## src/rtl/pipeline_ctrl.sv

```systemverilog
// pipeline_ctrl: central sequencer for the five-stage pipeline registers.
// Drives per-register load enables and NOP-bubble flushes from hazard,
// branch, memory-handshake and halt conditions. It freezes the pipeline
// while data memory is busy, flags memory timeouts and counts stall cycles.
//
// Ports:
//   clk, rst                 clock, synchronous active-high reset
//   load_use                 load-use hazard in ID
//   branch_taken             taken branch/jump resolved in MEM
//   mem_req, mem_ready       MEM-stage data memory request / completion
//   halt                     ecall/ebreak/fence reached WB
//   pc_load..memwb_load      pipeline register load enables (Mealy)
//   ifid_flush..memwb_flush  insert NOP bubble instead of D (Mealy)
//   mem_err                  sticky memory timeout flag
//   stall_cnt                saturating count of cycles with pc_load=0
module pipeline_ctrl #(
    parameter int unsigned TIMEOUT = 16,
    parameter int unsigned CNT_W   = 32
) (
    input  logic             clk,
    input  logic             rst,
    input  logic             load_use,
    input  logic             branch_taken,
    input  logic             mem_req,
    input  logic             mem_ready,
    input  logic             halt,
    output logic             pc_load,
    output logic             ifid_load,
    output logic             idex_load,
    output logic             exmem_load,
    output logic             memwb_load,
    output logic             ifid_flush,
    output logic             idex_flush,
    output logic             exmem_flush,
    output logic             memwb_flush,
    output logic             mem_err,
    output logic [CNT_W-1:0] stall_cnt
);

    localparam int unsigned TMO_W = $clog2(TIMEOUT + 1);

    typedef enum logic [1:0] {
        S_RUN      = 2'd0,
        S_MEM_WAIT = 2'd1,
        S_HALTED   = 2'd2,
        S_ERR      = 2'd3
    } state_t;

    state_t           r_state;
    state_t           w_state_nxt;
    logic [TMO_W-1:0] r_tmo;
    logic             r_mem_err;
    logic [CNT_W-1:0] r_stall_cnt;

    logic             w_wait_start;   // RUN cycle that begins a memory wait
    logic             w_wait_hold;    // MEM_WAIT cycle still without mem_ready
    logic             w_tmo_hit;
    logic             w_sel_freeze;
    logic             w_sel_normal;

    assign w_wait_start = (r_state == S_RUN) && !halt && mem_req && !mem_ready;
    assign w_wait_hold  = (r_state == S_MEM_WAIT) && !mem_ready;
    assign w_tmo_hit    = w_wait_hold && (r_tmo == TMO_W'(TIMEOUT));

    // Freeze: RUN rule 2 or a still-waiting MEM_WAIT cycle.
    assign w_sel_freeze = w_wait_start || w_wait_hold;
    // Branch/load-use/advance rules: plain RUN or the MEM_WAIT release cycle
    // (halt is deliberately not considered on release).
    assign w_sel_normal = ((r_state == S_RUN) && !halt && !(mem_req && !mem_ready))
                       || ((r_state == S_MEM_WAIT) && mem_ready);

    // State register
    always_ff @(posedge clk) begin
        if (rst) begin
            r_state <= S_RUN;
        end else begin
            r_state <= w_state_nxt;
        end
    end

    // Next-state logic
    always_comb begin
        w_state_nxt = r_state;
        case (r_state)
            S_RUN: begin
                if (halt) begin
                    w_state_nxt = S_HALTED;
                end else if (mem_req && !mem_ready) begin
                    w_state_nxt = S_MEM_WAIT;
                end
            end
            S_MEM_WAIT: begin
                if (mem_ready) begin
                    w_state_nxt = S_RUN;
                end else if (w_tmo_hit) begin
                    w_state_nxt = S_ERR;
                end
            end
            S_HALTED: w_state_nxt = S_HALTED;
            S_ERR:    w_state_nxt = S_ERR;
            default:  w_state_nxt = S_RUN;
        endcase
    end

    // Output logic (Mealy), forced quiet while reset is asserted
    always_comb begin
        pc_load     = 1'b0;
        ifid_load   = 1'b0;
        idex_load   = 1'b0;
        exmem_load  = 1'b0;
        memwb_load  = 1'b0;
        ifid_flush  = 1'b0;
        idex_flush  = 1'b0;
        exmem_flush = 1'b0;
        memwb_flush = 1'b0;
        if (!rst) begin
            if (w_sel_freeze) begin
                // WB takes a bubble so the stalled instruction never re-commits.
                memwb_load  = 1'b1;
                memwb_flush = 1'b1;
            end else if (w_sel_normal) begin
                if (branch_taken) begin
                    pc_load     = 1'b1;
                    ifid_load   = 1'b1;
                    idex_load   = 1'b1;
                    exmem_load  = 1'b1;
                    memwb_load  = 1'b1;
                    ifid_flush  = 1'b1;
                    idex_flush  = 1'b1;
                    exmem_flush = 1'b1;
                end else if (load_use) begin
                    idex_load   = 1'b1;
                    idex_flush  = 1'b1;
                    exmem_load  = 1'b1;
                    memwb_load  = 1'b1;
                end else begin
                    pc_load     = 1'b1;
                    ifid_load   = 1'b1;
                    idex_load   = 1'b1;
                    exmem_load  = 1'b1;
                    memwb_load  = 1'b1;
                end
            end
        end
    end

    // Memory wait timeout counter: 1 on the first wait cycle
    always_ff @(posedge clk) begin
        if (rst) begin
            r_tmo <= '0;
        end else if (w_wait_start) begin
            r_tmo <= TMO_W'(1);
        end else if (w_wait_hold && !w_tmo_hit) begin
            r_tmo <= r_tmo + TMO_W'(1);
        end else if (r_state == S_MEM_WAIT && mem_ready) begin
            r_tmo <= '0;
        end
    end

    // Sticky timeout flag, set on the edge that enters ERR
    always_ff @(posedge clk) begin
        if (rst) begin
            r_mem_err <= 1'b0;
        end else if (w_tmo_hit) begin
            r_mem_err <= 1'b1;
        end
    end

    // Saturating stall counter
    always_ff @(posedge clk) begin
        if (rst) begin
            r_stall_cnt <= '0;
        end else if (!pc_load && (r_stall_cnt != {CNT_W{1'b1}})) begin
            r_stall_cnt <= r_stall_cnt + CNT_W'(1);
        end
    end

    assign mem_err   = r_mem_err;
    assign stall_cnt = r_stall_cnt;

endmodule

```

## config.mk

```make
export PLATFORM = sky130hd
export DESIGN_NAME = pipeline_ctrl
export DESIGN_NICKNAME = d
export VERILOG_FILES = /design/src/rtl/pipeline_ctrl.sv
export SDC_FILE = /design/constraint.sdc
export NUM_CORES = 1
export LEC_CHECK = 0
export BUFFER_PORTS_ARGS = -buffer_cell sky130_fd_sc_hd__buf_2
export CAP_MARGIN = 20
export CORE_UTILIZATION = 50
export DETAILED_ROUTE_END_ITERATION = 12
export PLACE_DENSITY = 0.75
export SLEW_MARGIN = 20
export SYNTH_ARGS = -nofsm -noshare
export SYNTH_HDL_FRONTEND = slang
export SYNTH_SLANG_ARGS = --single-unit
```

## constraint.sdc

```tcl
create_clock -name clk -period 5.85 [get_ports clk]
set_input_delay 0.8775 -clock clk [delete_from_list [all_inputs] [get_ports clk]]
set_output_delay 0.8775 -clock clk [all_outputs]
set_load 0.01 [all_outputs]
```

==> reports/qor.yml <==
synth:
  ys_seq_area_share_pct: 36.5
  synth_edf_count: 0
  netlist.area_leader.share_pct: 36.5
  synth_nets: 267
  netlist_area_sq_mm: 0.00219
  synth.distinct_cells: 51
  syn_area_per_cell_sq_um: 8.54
  postSynthCellCount: 257
  ys_top_cells_by_area: "dfxtp_1 (36%), nor2_1 (5.1%), a21oi_1 (4.6%), mux2_2 (4.1%), nand4_1 (3.7%)"
  async_flop_share_pct: 0
  yosys_warnings: 0
  synthFlopType: "dfxtp_1"
  synth_top_area_cell: "dfxtp_1"
  yosysMostFrequentCell: "dfxtp_1"
  synth_seq_cells: 40
  synth_common_cells: "dfxtp_1 (40), nor2_1 (30), a21oi_1 (20)"
detailed_routing:
  dr.pass1.iters: 4
  drc_errors: 0
  wire_per_inst_microns: 13.7
  avgViaCountPerCell: 5.77
  ant_nets: 0
  drt_iter0_markers: 106
  vias: 2020
  drt_wl_total_mm: 4.81
clock_tree:
  cts_max_level: 2
  max-clock-path-buffers: 2
  clock_latency_ns: 0.29
  hold_buffers: 0
  cts_tree: "done"
  ctsResizeCount: 0
  postCtsSetupBuffers: 0
  clkTransAtPathRegs_ns: 0.08
  cts-root-buf: "clkbuf_8"
  cts_sinks: 40
  numCtsBuffers: 5
critical_path:
  cp-end-kind: "primary output"
  path_max_fanout: 50
  startpoint_type: "input pin"
  crit_start: "rst"
  worstPathRequired_ns: 4.97
  arrival_ns: 2.33
  reg2reg_depth: 5
  reg2reg_to: "stall_cnt[23]"
  worst-setup-path-type: "input pin to primary output"
  crit-reg2reg-launch: "stall_cnt[17]"
  r2r_setup_slack_ns: 3.43
power_and_ir_drop:
  power_density_mw_per_mm2: 203
  p_switching_uw: 124
  irDropWorstVdd_mv: 0.146
  seqPwrFrac_pct: 55.4
  p_leak_uw: 0.00104
  switching_share_pct: 24.4
  power_frac_clock_pct: 37.2
  comb_power_share_pct: 7.4
  intPower_uw: 385
placement:
  port_buffers: 48
  gp_congestion: 0.758
  dpl.hpwl_mm: 3.38
grt:
  grt_max_degree: 51
  track_usage_pct: 21.9
  grt_pass1_vias: 1773
  grt-ovfl-total: 0
  grt_pass1_wl_mm: 7.76
  antenna_found_initial: 0
finish:
  diodes: 0
  syn2layout_area_growth_pct: 14.2
  layout-drive-gt1-share_pct: 24.7
  fin_util_pct: 60.9
  final_nets: 309
  nFillCells: 380
floorplan:
  rows: 23
  initial_core_util_pct: 53.3
  core_area_sq_mm: 0.00412
  ios: 49
  die_h_microns: 68.3
  die-area_sq_mm: 0.00466
  die_w_microns: 68.3
timing:
  relSlewSlack_pct: 32.1
  rsz0062_at_grt: "no"
  fin_worst_skew_ns: 0.00404
  fin_crit_ns: 3.21
  period_share_pct: 54.9
  fmax_mhz: 312
  finalSetupTns_ns: 0
  drv_slew: 0
  tightest_slew_ns: 1.01
  final-hold-violation-count: 0
  setup_violations: 0
worst_hold_path:
  worst_hold_path.endpoint: "mem_err"
  worstHoldPathType: "flip-flop to flip-flop"
  min_path_cells: 1
  min_from: "mem_err"
status:
  status: "completed"
job:
  cap_violations: 0
[worst max-delay path: stages]
cell and delay (ns):
buf_2 0.64, nor2_1 0.11, and2_1 0.19, o21ai_0 0.11
inv_1 0.09, and2_1 0.17, buf_2 0.14
[flip-flops by register name, indices dropped and copies added (netlist names)]
register   count
mem_err        1
r_state        2
r_tmo          5
stall_cnt     32
[layer usage]
layer | GRT usage, % | up-vias | part of all wire [%]
met4 | 8.85 | 0 | 1.8
met1 | 28.1 | 942 | 49
li1 | - | 1031 | -
met3 | 4.17 | 9 | 3.8
met2 | 35.8 | 38 | 46
met5 | 0 | - | 0
[final cells by class]
cell class	count	area (sq um)	area share (%)
inverters	8	30.0	1.20
clock buffers	6	82.6	3.30
multi-input cells	196	1280	51.1
flip-flops and latches	40	801	32.0
clock inverters	2	10.0	0.399
repair buffers	48	240	9.59
well taps	50	62.6	2.50
[per-stage QoR]
step	worst slack, ns	total power (uW)	hold slack (ns)	area (sq um)	std cells
2_1_floorplan	3.23	314	0.454	2190	257
3_3_place_gp	2.52	325	0.465	2410	342
3_5_place_dp	2.43	326	0.469	2410	342
4_1_cts	2.64	514	0.489	2510	350
5_1_grt	2.46	528	0.507	2510	350
6_report	2.64	509	0.484	2510	350
[cells in the final DEF (no fill, tap or decap), types with 6 or more instances in the layout]
cell and instances:
mux2_2 8, nor2b_1 13, nor2_1 30, nand2_1 9
or3_1 8, buf_2 48, clkbuf_8 6, nand4_1 13
nand3_1 8, o21ai_0 13, a21oi_1 20, dfxtp_1 40
inv_1 8
[kinds of logic (layout without fill, tap and decap cells)]
logic type	after synthesis	after routing	synth area share, %
adder cells (fa/ha/maj)	3	3	1.71
AO/OA/AOI/OAI	54	54	15.6
multiplexers	12	12	6.04
flip-flops	40	40	36.5
XOR/XNOR	6	6	2.39
AND/OR/NAND/NOR	121	121	32.6
buffers and inverters	21	64	5.19
[worst max-delay path by stage]
stage               endpoint  slack (ns)  cells after the start
6_report         exmem_flush        2.64                      7
5_1_grt          exmem_flush        2.46                      7
2_1_floorplan     ifid_flush        3.23                      6
3_5_place_dp   stall_cnt[23]        2.43                      6
4_1_cts          exmem_flush        2.64                      7
3_3_place_gp   stall_cnt[23]        2.52                      6
[power groups by stage]
stage | sequential (uW) | combinational, uW | clock [uW]
6_report | 282 | 37.8 | 189
3_5_place_dp | 288 | 37.7 | 0
4_1_cts | 282 | 37.8 | 194
2_1_floorplan | 288 | 26.3 | 0
5_1_grt | 283 | 41.9 | 204
3_3_place_gp | 288 | 37.0 | 0
Note: power is estimated with default switching activity, not from simulation.
